## src/rtl/cplx_mac_pkg.sv

```systemverilog
// Shared types and constants for the signed complex multiply-accumulate core.
// Saturation is controlled by the CPLX_MAC_SAT_EN macro (see cplx_mac_acc).
package cplx_mac_pkg;

    typedef enum logic [1:0] {
        ST_IDLE = 2'd0,
        ST_CALC = 2'd1,
        ST_OUT  = 2'd2
    } cplx_mac_state_e;

    // Product order: 0 x1*x2 (+re), 1 y1*y2 (-re), 2 x1*y2 (+im), 3 y1*x2 (+im)
    localparam logic [3:0] PROD_NEG = 4'b0010;
    localparam logic [3:0] PROD_IM  = 4'b1100;

    function automatic int calc_awidth(input int dwidth, input int guard);
        return 2 * dwidth + 1 + guard;
    endfunction

endpackage

```

## src/rtl/cplx_mac_acc.sv

```systemverilog
// Adds one sign-extended product term into one accumulator component.
// CPLX_MAC_SAT_EN defined: clamp to the signed AWIDTH range; otherwise wrap.
module cplx_mac_acc #(
    parameter int AWIDTH = 21,
    parameter int TWIDTH = 17
) (
    input  logic signed [AWIDTH-1:0] acc_in,
    input  logic signed [TWIDTH-1:0] term,
    output logic signed [AWIDTH-1:0] acc_out,
    output logic                     sat
);

`ifdef CPLX_MAC_SAT_EN
    logic signed [AWIDTH:0] full;

    always_comb begin
        full = (AWIDTH+1)'(acc_in) + (AWIDTH+1)'(term);
        sat  = full[AWIDTH] ^ full[AWIDTH-1];
        if (sat) begin
            acc_out = {full[AWIDTH], {(AWIDTH-1){~full[AWIDTH]}}};
        end else begin
            acc_out = full[AWIDTH-1:0];
        end
    end
`else
    always_comb begin
        acc_out = acc_in + AWIDTH'(term);
        sat     = 1'b0;
    end
`endif

endmodule

```

## src/rtl/cplx_mac_core.sv

```systemverilog
// Signed complex MAC core: NO_MULT products per cycle over K=4/NO_MULT cycles,
// frame accumulation, valid/ready handshakes. Optional saturation: CPLX_MAC_SAT_EN.
module cplx_mac_core
    import cplx_mac_pkg::*;
#(
    parameter int DWIDTH    = 8,
    parameter int NO_MULT   = 2,
    parameter int ACC_GUARD = 4
) (
    input  logic                                         clk,
    input  logic                                         rst_n,
    input  logic                                         sw_rst,
    input  logic                                         op_val,
    output logic                                         op_rdy,
    input  logic [4*DWIDTH-1:0]                          op_data,
    input  logic                                         op_acc,
    input  logic                                         op_last,
    output logic                                         res_val,
    input  logic                                         res_rdy,
    output logic [2*calc_awidth(DWIDTH, ACC_GUARD)-1:0]  res_data,
    output logic                                         res_sat
);

    localparam int          AWIDTH    = calc_awidth(DWIDTH, ACC_GUARD);
    localparam int          TWIDTH    = 2 * DWIDTH + 1;
    localparam int unsigned NO_MULT_U = NO_MULT;
    localparam int unsigned K         = 4 / NO_MULT;
    localparam logic [1:0]  LAST_STEP = 2'(K - 1);

    if (NO_MULT != 1 && NO_MULT != 2 && NO_MULT != 4) begin : g_bad_no_mult
        $error("cplx_mac_core: NO_MULT must be 1, 2 or 4");
    end

    cplx_mac_state_e            state_q, state_d;
    logic [1:0]                 step_q, step_d;
    logic [4*DWIDTH-1:0]        ops_q, ops_d;
    logic                       acc_mode_q, acc_mode_d;
    logic                       last_q, last_d;
    logic signed [AWIDTH-1:0]   acc_re_q, acc_re_d, acc_im_q, acc_im_d;
    logic                       res_val_q, res_val_d;
    logic [2*AWIDTH-1:0]        res_data_q, res_data_d;
    logic                       res_sat_q, res_sat_d;

    logic signed [DWIDTH-1:0]   x1, y1, x2, y2;
    logic signed [TWIDTH-1:0]   term_re, term_im;
    logic signed [AWIDTH-1:0]   sum_re, sum_im;
    logic                       sat_re, sat_im;

    assign x1 = ops_q[4*DWIDTH-1:3*DWIDTH];
    assign y1 = ops_q[3*DWIDTH-1:2*DWIDTH];
    assign x2 = ops_q[2*DWIDTH-1:DWIDTH];
    assign y2 = ops_q[DWIDTH-1:0];

    // Multiplier m in step s handles product index s*NO_MULT+m; same-target
    // products of one cycle are pre-summed so each accumulator sees one add.
    always_comb begin
        logic [1:0]                 idx;
        logic signed [2*DWIDTH-1:0] prod;
        logic signed [TWIDTH-1:0]   ext;
        term_re = '0;
        term_im = '0;
        idx     = '0;
        prod    = '0;
        ext     = '0;
        for (int unsigned m = 0; m < NO_MULT_U; m++) begin
            idx = 2'(int'(step_q) * NO_MULT + int'(m));
            case (idx)
                2'd0:    prod = (2*DWIDTH)'(x1) * (2*DWIDTH)'(x2);
                2'd1:    prod = (2*DWIDTH)'(y1) * (2*DWIDTH)'(y2);
                2'd2:    prod = (2*DWIDTH)'(x1) * (2*DWIDTH)'(y2);
                default: prod = (2*DWIDTH)'(y1) * (2*DWIDTH)'(x2);
            endcase
            ext = TWIDTH'(prod);
            if (PROD_NEG[idx]) ext = -ext;
            if (PROD_IM[idx]) term_im = term_im + ext;
            else              term_re = term_re + ext;
        end
    end

    cplx_mac_acc #(.AWIDTH(AWIDTH), .TWIDTH(TWIDTH)) u_acc_re (
        .acc_in (acc_re_q),
        .term   (term_re),
        .acc_out(sum_re),
        .sat    (sat_re)
    );

    cplx_mac_acc #(.AWIDTH(AWIDTH), .TWIDTH(TWIDTH)) u_acc_im (
        .acc_in (acc_im_q),
        .term   (term_im),
        .acc_out(sum_im),
        .sat    (sat_im)
    );

    always_comb begin
        state_d    = state_q;
        step_d     = step_q;
        ops_d      = ops_q;
        acc_mode_d = acc_mode_q;
        last_d     = last_q;
        acc_re_d   = acc_re_q;
        acc_im_d   = acc_im_q;
        res_val_d  = res_val_q;
        res_data_d = res_data_q;
        res_sat_d  = res_sat_q;
        if (sw_rst) begin
            state_d    = ST_IDLE;
            step_d     = '0;
            ops_d      = '0;
            acc_mode_d = 1'b0;
            last_d     = 1'b0;
            acc_re_d   = '0;
            acc_im_d   = '0;
            res_val_d  = 1'b0;
            res_data_d = '0;
            res_sat_d  = 1'b0;
        end else begin
            case (state_q)
                ST_IDLE: begin
                    if (op_val) begin
                        ops_d      = op_data;
                        acc_mode_d = op_acc;
                        last_d     = op_last;
                        step_d     = '0;
                        state_d    = ST_CALC;
                    end
                end
                ST_CALC: begin
                    acc_re_d  = sum_re;
                    acc_im_d  = sum_im;
                    res_sat_d = res_sat_q | sat_re | sat_im;
                    step_d    = step_q + 2'd1;
                    if (step_q == LAST_STEP) begin
                        step_d = '0;
                        if (!acc_mode_q || last_q) begin
                            res_data_d = {sum_re, sum_im};
                            res_val_d  = 1'b1;
                            state_d    = ST_OUT;
                        end else begin
                            state_d = ST_IDLE;
                        end
                    end
                end
                ST_OUT: begin
                    if (res_rdy) begin
                        res_val_d = 1'b0;
                        acc_re_d  = '0;
                        acc_im_d  = '0;
                        res_sat_d = 1'b0;
                        state_d   = ST_IDLE;
                    end
                end
                default: state_d = ST_IDLE;
            endcase
        end
    end

    always_ff @(posedge clk or negedge rst_n) begin
        if (!rst_n) begin
            state_q    <= ST_IDLE;
            step_q     <= '0;
            ops_q      <= '0;
            acc_mode_q <= 1'b0;
            last_q     <= 1'b0;
            acc_re_q   <= '0;
            acc_im_q   <= '0;
            res_val_q  <= 1'b0;
            res_data_q <= '0;
            res_sat_q  <= 1'b0;
        end else begin
            state_q    <= state_d;
            step_q     <= step_d;
            ops_q      <= ops_d;
            acc_mode_q <= acc_mode_d;
            last_q     <= last_d;
            acc_re_q   <= acc_re_d;
            acc_im_q   <= acc_im_d;
            res_val_q  <= res_val_d;
            res_data_q <= res_data_d;
            res_sat_q  <= res_sat_d;
        end
    end

    assign op_rdy   = (state_q == ST_IDLE);
    assign res_val  = res_val_q;
    assign res_data = res_data_q;
    assign res_sat  = res_sat_q;

endmodule

```

## config.mk

```make
export PLATFORM = sky130hd
export DESIGN_NAME = cplx_mac_core
export DESIGN_NICKNAME = d
export VERILOG_FILES = /design/src/rtl/cplx_mac_pkg.sv /design/src/rtl/cplx_mac_acc.sv /design/src/rtl/cplx_mac_core.sv
export SDC_FILE = /design/constraint.sdc
export NUM_CORES = 1
export LEC_CHECK = 0
export CORE_ASPECT_RATIO = 1.2
export CORE_MARGIN = 1
export CORE_UTILIZATION = 40
export CTS_BUF_LIST = sky130_fd_sc_hd__clkbuf_4 sky130_fd_sc_hd__clkbuf_8
export DETAILED_ROUTE_END_ITERATION = 7
export PLACE_DENSITY = 0.64
export SETUP_SLACK_MARGIN = 0.4
export SYNTH_ARGS = -nofsm -noshare
export SYNTH_HDL_FRONTEND = slang
export SYNTH_SLANG_ARGS = --single-unit
```

## constraint.sdc

```tcl
create_clock -name clk -period 19.6 [get_ports clk]
set_input_delay 2.94 -clock clk [delete_from_list [all_inputs] [get_ports clk]]
set_output_delay 2.94 -clock clk [all_outputs]
set_load 0.01 [all_outputs]
```

==> Yosys cells after proc, flatten, opt, wreduce, memory -nomap -nowiden <==
Index checks and enable logic that the tools add are counted.
{ "word_totals": {"ff_bits": 124, "latchBits": 0, "mem_bits_rw": 0, "romBits": 0, "out_inout_bits": 45, "word_cells": 104, "n_memories": 0} }
{ "classes": {"add_sub_neg": 8, "multipliers": 4, "div": 0, "order_cmp": 2, "eq_ne": 9, "shift": 0, "n_mux": 50, "bitwise_logic": 0, "reduce_logical": 21} }
{ "ops": {"columns": ["cell", "n"], "rows": [
  ["42-bit two-way mux", 4],
  ["17-bit two-way mux", 6],
  ["32-bit two-way mux", 3],
  ["21-bit case mux with 2 select lines", 2],
  ["8-bit by 8-bit multiplier with 16-bit output", 4],
  ["21-bit two-way mux", 3],
  ["16-bit case mux with 3 select lines", 1],
  ["21-bit by 17-bit adder with 21-bit output", 2],
  ["17-bit adder", 2],
  ["16-bit negation with 17-bit output", 2],
  ["16-bit case mux with 2 select lines", 1],
  ["1-bit two-way mux", 17],
  ["2-bit two-way mux", 8],
  ["2-bit nonzero test", 7],
  ["3-bit inequality test, second input constant", 4],
  ["2-bit AND reduction", 4],
  ["2-bit by 1-bit equality test with 1-bit output, second input constant", 3],
  ["2-bit logical NOT", 3],
  ["2-bit by 3-bit less-than comparator with 1-bit output, second input constant", 2],
  ["2-bit case mux with 3 select lines", 1],
  ["3-bit AND reduction", 2],
  ["3-bit nonzero test", 2],
  ["2-bit by 1-bit adder with 2-bit output, second input constant", 2],
  ["1-bit binary-select mux with 2-bit select", 2],
  ["other kinds (6)", 7]
]} }

==> Logic depth before layout (Yosys ltp) <==
Gate-level depths: netlist of run 1.
{ "logic_depth": {"depth_word": 12, "depth_mapped": 39} }

==> Cells and area by module <==
From an unflattened synthesis of run 1, not the netlist that was laid out.
{ "unflattened": {"cells_unflattened": 2302, "hier_area_um2": 19373.6} }
{ "by_module_without_submodules": {"columns": ["module", "instances", "cells_per_inst", "area_each_um2"], "rows": [
  ["cplx_mac_core", 1, 2010, 17156.5],
  ["cplx_mac_acc", 2, 146, 1108.6]
]} }

==> Worst setup path before layout of run 1 <==
Ideal clock, no wire load.
{ "synth_timing": {"path_type": "reg2reg", "startpoint": "register ops_q[10]", "endpoint": "register acc_re_q[20]", "setup_ns": 0.124, "t_arrival_ns": 7.749, "required_time_ns": 19.476, "setup_slack_ns": 11.727, "path_stages_with_launch": 37, "path_buffers": 1, "period_less_slack_ns": 7.873, "path_cell_list": "dfrtp_1 -> clkbuf_1 -> and2_1 -> fa_1 -> inv_1 -> fa_1 -> inv_1 -> fa_1 -> inv_1 -> fa_1 -> inv_1 -> ha_1 -> o21ai_1 -> o21bai_1 -> mux2_1 -> a211oi_2 -> and2b_1 -> and4_1 -> nand2_1 -> xor2_1 -> o21ai_0 -> ha_1 -> nand2_1 -> o41ai_1 -> nand3_1 -> nand2_1 -> xnor3_1 -> and2_1 -> ha_1 -> o21ai_0 -> or2_2 -> o21ai_1 -> nand4_1 -> nand2_1 -> xnor2_1 -> and4_4 -> a211o_1"} }
{ "synth_between": {"elab_chain_len": 10} }
{ "synth_rtl": {"columns": ["element", "line", "text"], "rows": [
  ["from (decl)", "cplx_mac_core.sv:36", "logic [4*DWIDTH-1:0] ops_q, ops_d;"],
  ["from (signal assigned)", "cplx_mac_core.sv:172", "ops_q <= ops_d;"],
  ["8-bit by 8-bit multiplier with 16-bit output, on equally long branches", "cplx_mac_core.sv:71, cplx_mac_core.sv:68", null],
  ["16-bit case mux with 2 select lines", "cplx_mac_core.sv:67", "case (idx)"],
  ["16-bit negation with 17-bit output", "cplx_mac_core.sv:74", "if (PROD_NEG[idx]) ext = -ext;"],
  ["17-bit two-way mux", "cplx_mac_core.sv:74", null],
  ["17-bit two-way mux", "cplx_mac_core.sv:75", "if (PROD_IM[idx]) term_im = term_im + ext;"],
  ["17-bit adder", "cplx_mac_core.sv:76", "else term_re = term_re + ext;"],
  ["17-bit two-way mux *", "cplx_mac_core.sv:75", null],
  ["21-bit by 17-bit adder with 21-bit output *", "cplx_mac_acc.sv:27", "acc_out = acc_in + AWIDTH'(term);"],
  ["21-bit case mux with 2 select lines *", "cplx_mac_core.sv:117", "case (state_q)"],
  ["21-bit two-way mux *", "cplx_mac_core.sv:105", "if (sw_rst) begin"],
  ["to (signal assigned)", "cplx_mac_core.sv:175", "acc_re_q <= acc_re_d;"],
  ["to (decl)", "cplx_mac_core.sv:39", "logic signed [AWIDTH-1:0] acc_re_q, acc_re_d, acc_im_q, acc_im_d;"]
]} }
Mark *: on every way between the ends. The rest lies on a longest branch, timed or not.
A chain may end at the register's enable or synchronous reset.

==> Worst setup path after layout of run 1 <==
{ "layout_timing": {"startpoint": "register ops_q[7]", "endpoint": "register acc_re_q[20]"} }
{ "layout_between": {"elab_chain_len": 10} }
{ "layout_rtl": {"columns": ["element", "line", "text"], "rows": [
  ["8-bit by 8-bit multiplier with 16-bit output", "cplx_mac_core.sv:70", "2'd2: prod = (2*DWIDTH)'(x1) * (2*DWIDTH)'(y2);"],
  ["16-bit case mux with 2 select lines", "cplx_mac_core.sv:67", null],
  ["16-bit negation with 17-bit output", "cplx_mac_core.sv:74", null],
  ["17-bit two-way mux", "cplx_mac_core.sv:74", null],
  ["17-bit two-way mux", "cplx_mac_core.sv:75", null],
  ["17-bit adder", "cplx_mac_core.sv:76", null],
  ["17-bit two-way mux *", "cplx_mac_core.sv:75", null],
  ["21-bit by 17-bit adder with 21-bit output *", "cplx_mac_acc.sv:27", null],
  ["21-bit case mux with 2 select lines *", "cplx_mac_core.sv:117", null],
  ["21-bit two-way mux *", "cplx_mac_core.sv:105", null]
]} }
Marked as above.

==> results.json, run 1 <==
{
  "synth_seq_cells": 123,
  "fin_nets": 2665,
  "crit_type": "reg2reg",
  "maxCapViolCount": 0,
  "critPathSlowestCell": "o21ai_0",
  "max_clock_freq_mhz": 106,
  "clockRootBuffer": "clkbuf_8",
  "critPathRequiredTime_ns": 19.99,
  "postLayoutCoreUtil": 0.446,
  "status": "finished, final reports clean",
  "std_cell_rows": 86,
  "drt_iter0_drc": 651,
  "core_um2": 45900,
  "hp-class": "reg2reg",
  "cp-end-kind": "flop",
  "synth.area.top_cells": "fa_1 24%, dfrtp_1 16%, ha_1 13%",
  "viasPerCell": 5.22,
  "antenna_found_initial": 0,
  "hold_slack_ns": 0.496,
  "fill_cells": 4525,
  "synth.distinct_cells": 74,
  "portBuffers": 82,
  "power.density_nw_per_um2": 63.7,
  "clk_path_buf_depth": 2,
  "yosysWarnings": 0,
  "hold_path_depth": 2,
  "dr.pass1.iters": 7,
  "gp_congestion": 0.864,
  "synth_top_area_cell": "fa_1",
  "hold_viol": 0,
  "grt_pass1_wl_um": 81400,
  "cts_tree": "built",
  "multiInputGateArea_um2": 14000,
  "drive_above_1_share": 0.0296,
  "cts_buffers": 17,
  "final.setup.tns_ns": 0,
  "grt_overflow_total": 0,
  "antennaDiodeCount": 0,
  "worstMarginPinSlew_ns": 1.08,
  "syn_to_final_growth_pct": 9.85,
  "dieArea_um2": 47500,
  "synth_common_cells": "335 x inv_1, 263 x nand2_1, 224 x fa_1, 189 x ha_1, 168 x and2_1",
  "async_flop_share": 1.00,
  "vias": 14826,
  "clock_latency_ns": 0.49,
  "synth_fp_nets": 2634,
  "layout.cells.non_filler": 2842,
  "ctsResizeCount": 0,
  "setup_viol": 0,
  "final.period_utilization": 0.480,
  "fin_crit_ns": 9.40,
  "drt-total-wl_um": 49500,
  "rsz0062_at_grt": "no",
  "path_max_fanout": 13,
  "grt_max_degree": 87,
  "die_y_um": 239,
  "clock_skew_ns": 0.0201,
  "clock_sinks": 123,
  "wl_per_cell_um": 17.4,
  "ir_drop_mv": 0.0642,
  "regArea_um2": 3080,
  "ios": 84,
  "post-synth-top-count-cell": "inv_1",
  "synth_edf_count": 0,
  "synth.cell_area_um2": 18700,
  "dieWidth_um": 199,
  "start_kind": "flop",
  "post_cts_buffers": 0,
  "cpPeakStageDelay_ns": 0.81,
  "leakage_nw": 9.72,
  "slew_headroom": 0.271,
  "drtAntennaViolNets": 0,
  "clkTransAtPathRegs_ns": 0.09,
  "synth_flop_cell": "dfrtp_1",
  "dp_cells": 2810,
  "synthCells": 2182,
  "grt_pass1_vias": 15365,
  "drv_slew": 0,
  "synth_top_area_frac": 0.240,
  "grt_use_total": 0.219,
  "synth-seq-area-share": 0.165,
  "reg2reg_slack_ns": 10.20,
  "r2r_cells": 34,
  "ctsHoldBuffers": 0,
  "dpl.hpwl_um": 39200,
  "htree_levels": 4,
  "start_util": 0.406,
  "avgSynthCellArea_um2": 8.55,
  "arrival_ns": 9.79,
  "drc": 0
}
## worst max-delay path, delay by kind of cell (launching register included)
family	cells	cell delay, ns
XOR/XNOR	3	0.50
AO/OA/AOI/OAI	8	2.40
multiplexers	1	0.22
flip-flops	1	0.69
adder cells (fa/ha/maj)	7	3.02
buffers and inverters	3	0.36
AND/OR/NAND/NOR	12	2.08
## kinds of logic (layout without fill, tap and decap cells)
kind of cell	after synthesis	count (layout)	synth area share
simple gates	709	709	0.183
buf+inv	416	460	0.0840
fa+ha+maj	413	413	0.367
compound gates	379	379	0.133
xor+xnor	131	131	0.0622
flops	123	123	0.165
mux	10	10	0.00556
other cells	1	1	0.000201
## power breakdown
| part | internal, mW | total, mW | switching, mW |
|---|---|---|---|
| Sequential | 0.280 | 0.316 | 0.0367 |
| Combinational | 0.286 | 0.713 | 0.427 |
| Clock | 0.145 | 0.276 | 0.131 |
| Total | 0.710 | 1.31 | 0.595 |
## cell type report
cell class / instances / area share
inverter: 335 / 0.0613
tap: 616 / 0.0376
multi-input combinational: 1643 / 0.685
clock buffer: 18 / 0.0121
sequential: 123 / 0.150
clock inverter: 14 / 0.0101
timing repair buffer: 93 / 0.0439
## sequential cells by signal (all words and copies together) (netlist names)
name	cells
acc_mode_q	1
ops_q	32
acc_im_q	21
last_q	1
res_val	1
acc_re_q	21
res_data	42
state_q	2
step_q	2
## placed cells by master (no fill, tap or decap), types with 7 or more instances in the layout
cell and n:
o31ai_1 8, and2_1 168, nand4_1 7, nand2b_1 30, buf_4 11, nand2_1 263
o21a_1 17, nor4_1 8, nor2b_1 15, xnor2_1 90, a31oi_1 10, nor2_1 134
dfrtp_1 122, o21bai_1 18, xor2_1 40, o21ai_0 47, mux2i_1 7, nand3_1 20
a21o_1 27, clkdlybuf4s50_1 80, clkbuf_8 18, and3_1 10, a22o_1 33, ha_1 189
inv_1 335, nor3_1 31, fa_1 224, a211oi_1 15, a21oi_1 135, o21ai_1 18
## final timing paths
check                                        start                  endpoint
min in group asynchronous                    rst_n     ops_q[30]$_DFFE_PN0P_
min reg2reg                acc_im_q[0]$_DFFE_PN0P_   acc_im_q[0]$_DFFE_PN0P_
min                        acc_im_q[0]$_DFFE_PN0P_   acc_im_q[0]$_DFFE_PN0P_
max reg2reg                   ops_q[7]$_DFFE_PN0P_  acc_re_q[20]$_DFFE_PN0P_
max                           ops_q[7]$_DFFE_PN0P_  acc_re_q[20]$_DFFE_PN0P_
max in group asynchronous                    rst_n     step_q[0]$_DFFE_PN0P_
## per-stage QoR
stage | area (um^2) | total power, mW | setup slack (ns)
after floorplan | 18700 | 0.834 | 11.73
after global placement | 20100 | 1.01 | 10.43
after detailed placement | 20100 | 1.03 | 10.23
after CTS | 20500 | 1.31 | 10.20
after global routing | 20500 | 1.41 | 9.66
final | 20500 | 1.31 | 10.20
## per-layer routing
metal / global-route usage / share of wire / vias up
met3: 0.0248 / 0.035 / 68
met2: 0.384 / 0.51 / 296
met5: 0 / 0 / -
met4: 0.0746 / 0.031 / 0
li1: - / - / 7085
met1: 0.278 / 0.42 / 7377
No activity file was read; power rests on OpenSTA's default activity.
==> run 2, diff against run 1 <==
==> constraint.sdc (replaced) <==
create_clock -name clk -period 9.8 [get_ports clk]
set_input_delay 1.47 -clock clk [delete_from_list [all_inputs] [get_ports clk]]
set_output_delay 1.47 -clock clk [all_outputs]
set_load 0.01 [all_outputs]
==> run 2 against run 1 <==
Register-to-register slack got worse by 9.4 ns. Worst setup slack got worse by 9.4 ns. Utilization fell by 0.082 points. Total power rose by 94%. Routed wire length rose by 0.98%. Die area did not move. Via count rose by 0.22%. Clock skew fell by 0.0046 ns. Count of clock-buffer cells in the layout did not move. Final area fell by 0.18%. Combinational power rose by 100%. Sequential share of layout area barely moved. Critical path type unchanged. Critical endpoint unchanged. Largest cell class unchanged.
==> results.json, run 2 (synthesis results as in run 1) <==
{
  "dieWidth_um": 199,
  "grt_overflow_total": 0,
  "drt_iter0_drc": 789,
  "grt_pass1_vias": 15690,
  "status": "finished, final reports clean",
  "power.density_nw_per_um2": 124,
  "drtAntennaViolNets": 0,
  "cpPeakStageDelay_ns": 0.73,
  "arrival_ns": 9.40,
  "cts_buffers": 17,
  "fin_nets": 2670,
  "final.period_utilization": 0.918,
  "mostFrequentLayoutCells": "335 x inv_1, 263 x nand2_1, 224 x fa_1",
  "leakage_nw": 9.70,
  "post_cts_buffers": 0,
  "slew_headroom": 0.443,
  "cts_tree": "built",
  "final.setup.tns_ns": 0,
  "fin_crit_ns": 9.00,
  "grt_max_degree": 71,
  "path_max_fanout": 13,
  "clock_latency_ns": 0.51,
  "clock_skew_ns": 0.0155,
  "cp-end-kind": "flop",
  "drc": 0,
  "rsz0062_at_grt": "no",
  "core_um2": 45900,
  "ctsResizeCount": 0,
  "reg2reg_slack_ns": 0.80,
  "vias": 14858,
  "ir_drop_mv": 0.115,
  "antennaDiodeCount": 0,
  "setup_viol": 0,
  "clk_path_buf_depth": 2,
  "postLayoutCoreUtil": 0.445,
  "clkTransAtPathRegs_ns": 0.09,
  "cpMostUsedCell": "fa_1",
  "largest_reg_flops": 42,
  "ios": 84,
  "ctsHoldBuffers": 0,
  "die_y_um": 239,
  "critPathSlowestCell": "dfrtp_1",
  "maxCapViolCount": 0,
  "clockRootBuffer": "clkbuf_8",
  "portBuffers": 82,
  "dpl.hpwl_um": 39400,
  "path_buf_inv": 3,
  "finalPower_mw": 2.53,
  "start_util": 0.406,
  "grt_use_total": 0.223,
  "grt_pass1_wl_um": 82800,
  "hold_viol": 0,
  "fill_cells": 4527,
  "syn_to_final_growth_pct": 9.65,
  "dr.pass1.iters": 5,
  "worstMarginPinSlew_ns": 0.827,
  "dieArea_um2": 47500,
  "wl_per_cell_um": 17.5,
  "critPathRequiredTime_ns": 10.20,
  "std_cell_rows": 86,
  "crit_family": "adder cells",
  "viasPerCell": 5.22,
  "max_clock_freq_mhz": 111,
  "drt-total-wl_um": 50000,
  "htree_levels": 4,
  "start_kind": "flop",
  "antenna_found_initial": 0,
  "drv_slew": 0,
  "clock_sinks": 123,
  "gp_congestion": 0.886,
  "drive_above_1_share": 0.0318,
  "hp-class": "reg2reg",
  "layout_commonest_cell": "inv_1",
  "crit_type": "reg2reg"
}
## run 2: cell types whose count changed in the layout (fill, tap and decap cells not counted), sizes merged
cell | before | now
buf | 13 | 18
bufinv | 4 | 1
inv | 341 | 339
clkinvlp | 3 | 4
clkinv | 1 | 5
## run 2: per-stage QoR
stage,hold WS [ns],std cells,instance area (um^2),worst slack [ns]
after floorplan,0.455,2182,18700,1.93
after global placement,0.467,2815,20100,0.964
after detailed placement,0.477,2815,20100,0.909
after CTS,0.495,2847,20500,0.868
after global routing,0.512,2847,20500,0.415
final,0.492,2847,20500,0.799
## run 2: worst reg2reg max path: cells and delay by family (launching register included)
| kind | cells | cell delay, ns |
|---|---|---|
| buffers and inverters | 3 | 0.43 |
| adders and majority gates | 7 | 3.03 |
| DFF | 1 | 0.73 |
| muxes | 1 | 0.20 |
| xor gates and xnor gates | 3 | 0.52 |
| and+or+nand+nor | 12 | 2.09 |
| AOI/OAI and AO/OA | 8 | 1.92 |
## run 2: where the power goes
part           internal, mW  total (mW)  switching, mW
Sequential            0.560       0.633         0.0739
Combinational         0.579        1.43          0.855
Clock                 0.207       0.467          0.260
Total                  1.35        2.53           1.19
## run 2: final timing paths
path	from	to	depth (start not counted)
worst max register to register	ops_q[7]$_DFFE_PN0P_	acc_re_q[20]$_DFFE_PN0P_	34
min in group asynchronous	rst_n	ops_q[25]$_DFFE_PN0P_	1
worst max-delay path	ops_q[7]$_DFFE_PN0P_	acc_re_q[20]$_DFFE_PN0P_	34
worst min-delay path	acc_re_q[0]$_DFFE_PN0P_	acc_re_q[0]$_DFFE_PN0P_	2
worst min register to register	acc_re_q[0]$_DFFE_PN0P_	acc_re_q[0]$_DFFE_PN0P_	2
max in group asynchronous	rst_n	step_q[0]$_DFFE_PN0P_	2
## run 2: cell type report
type	count	area, um^2	share of cell area
repair buffers	98	937	0.0458
clock buffers	18	241	0.0118
clock inverters	14	138	0.00672
multi-input cells	1643	14000	0.686
inverters	335	1260	0.0614
flip-flops and latches	123	3080	0.150
well taps	616	771	0.0377
## run 2: per-layer routing
layer / GRT usage / routed length [um] / up-vias
met3: 0.0193 / 1360 / 69
li1: - / - / 7083
met1: 0.288 / 21700 / 7423
met2: 0.382 / 25300 / 283
met4: 0.0872 / 1650 / 0
met5: 0 / 0 / -
==> run 3, diff against run 2 <==
--- a/config.mk
+++ b/config.mk
@@ -6,7 +6,7 @@
 export NUM_CORES = 1
 export LEC_CHECK = 0
 export CORE_ASPECT_RATIO = 1.2
-export CORE_MARGIN = 1
+export CORE_MARGIN = 4
 export CORE_UTILIZATION = 40
 export CTS_BUF_LIST = sky130_fd_sc_hd__clkbuf_4 sky130_fd_sc_hd__clkbuf_8
 export DETAILED_ROUTE_END_ITERATION = 7
==> run 3 against run 2 <==
Total power up 2.1%. Routed wire length down 0.24%. Register-to-register slack better by 0.17 ns. Largest power group unchanged. Highest routed layer unchanged.
==> results.json, run 3 (synthesis results as in run 1) <==
{
  "dpl.hpwl_um": 39400,
  "final.setup.tns_ns": 0,
  "hold_viol": 0,
  "final.period_utilization": 0.901,
  "clk_path_buf_depth": 2,
  "syn_to_final_growth_pct": 9.91,
  "drtAntennaViolNets": 0,
  "htree_levels": 4,
  "power.density_nw_per_um2": 126,
  "start_util": 0.405,
  "drt-total-wl_um": 49800,
  "grt_pass1_vias": 15754,
  "post_cts_buffers": 0,
  "antennaDiodeCount": 0,
  "postLayoutCoreUtil": 0.445,
  "dieWidth_um": 205,
  "status": "finished, final reports clean",
  "antenna_found_initial": 0,
  "critPathSlowestCell": "dfrtp_1",
  "vias": 14961,
  "cts_tree": "built",
  "fin_nets": 2669,
  "start_kind": "flop",
  "fin_crit_ns": 8.83,
  "drc": 0,
  "ir_drop_mv": 0.104,
  "critPathRequiredTime_ns": 10.17,
  "drt_iter0_drc": 853,
  "gp_congestion": 0.909,
  "hp-class": "reg2reg",
  "wl_per_cell_um": 17.5,
  "crit_type": "reg2reg",
  "ios": 84,
  "mostFrequentLayoutCells": "335 x inv_1, 263 x nand2_1, 224 x fa_1",
  "grt_pass1_wl_um": 82500,
  "cpPeakStageDelay_ns": 0.58,
  "layout_commonest_cell": "inv_1",
  "leakage_nw": 9.73,
  "grt_overflow_total": 0,
  "std_cell_rows": 86,
  "grt_use_total": 0.204,
  "clockRootBuffer": "clkbuf_8",
  "grt_max_degree": 87,
  "reg2reg_slack_ns": 0.97,
  "arrival_ns": 9.20,
  "largest_reg_flops": 42,
  "setup_viol": 0,
  "drive_above_1_share": 0.0327,
  "dieArea_um2": 50200,
  "clock_skew_ns": 0.0151,
  "clock_latency_ns": 0.48,
  "maxCapViolCount": 0,
  "viasPerCell": 5.26,
  "path_max_fanout": 17,
  "die_y_um": 245,
  "ctsHoldBuffers": 0,
  "core_um2": 46100,
  "cts_buffers": 17,
  "drv_slew": 0,
  "rsz0062_at_grt": "no",
  "clkTransAtPathRegs_ns": 0.09,
  "worstMarginPinSlew_ns": 1.04,
  "portBuffers": 82,
  "dr.pass1.iters": 7,
  "clock_sinks": 123,
  "max_clock_freq_mhz": 113,
  "slew_headroom": 0.304,
  "cp-end-kind": "flop"
}
==> run 3: cell count changes in the layout (fill, tap and decap cells not counted), sizes merged <==
cell	delta
buf	-1
clkbuf	-1
clkinv	-1
clkinvlp	-1
bufinv	+2
inv	+1
==> run 3: final cells by class <==
class                      count  area [um^2]
fill                        4611        25500
multi-input combinational   1643        14100
sequential                   123         3080
inverter                     335         1260
timing repair buffer          97          932
tap                          616          771
clock buffer                  17          234
clock inverter                15          189
==> run 3: layer usage <==
metal	vias up	GRT usage	share of wire
li1	7092	-	-
met1	7442	0.265	0.42
met2	346	0.347	0.50
met3	81	0.0211	0.037
met4	0	0.0853	0.042
met5	-	0	0
==> run 3: where the power goes <==
group | switching, mW | internal, mW
clock network | 0.256 | 0.257
registers | 0.0789 | 0.560
logic | 0.858 | 0.578
total | 1.19 | 1.39
==> run 3: through the flow <==
stage / area, um^2 / worst slack, ns / cells / hold slack (ns) / power (mW)
4_1_cts: 20500 / 0.645 / 2846 / 0.495 / 2.60
3_3_place_gp: 20100 / 0.852 / 2814 / 0.470 / 2.04
2_1_floorplan: 18700 / 1.93 / 2182 / 0.455 / 1.67
5_1_grt: 20500 / 0.421 / 2846 / 0.525 / 2.80
3_5_place_dp: 20100 / 0.745 / 2814 / 0.475 / 2.06
6_report: 20500 / 0.969 / 2846 / 0.493 / 2.59
==> run 3: worst paths after layout <==
check	cells after the start	from	end
max reg2reg	35	ops_q[23]$_DFFE_PN0P_	acc_re_q[20]$_DFFE_PN0P_
min in group asynchronous	1	rst_n	ops_q[26]$_DFFE_PN0P_
min	2	acc_im_q[2]$_DFFE_PN0P_	acc_im_q[2]$_DFFE_PN0P_
max in group asynchronous	2	rst_n	step_q[0]$_DFFE_PN0P_
max	35	ops_q[23]$_DFFE_PN0P_	acc_re_q[20]$_DFFE_PN0P_
min reg2reg	2	acc_im_q[2]$_DFFE_PN0P_	acc_im_q[2]$_DFFE_PN0P_
==> run 3: what timing repair did <==
action,CTS,global route
resized for setup,0,4
endpoints found under the setup margin,0,8
hold endpoints to repair,0,0
==> run 3: critical path, delay by kind of cell (launching register included) <==
kind | cells | cell delay [ns]
buffers and inverters | 4 | 0.33
adders and majority gates | 7 | 3.01
xor gates and xnor gates | 3 | 0.55
and+or+nand+nor | 12 | 2.00
muxes | 1 | 0.21
DFF | 1 | 0.58
AOI/OAI and AO/OA | 8 | 2.04
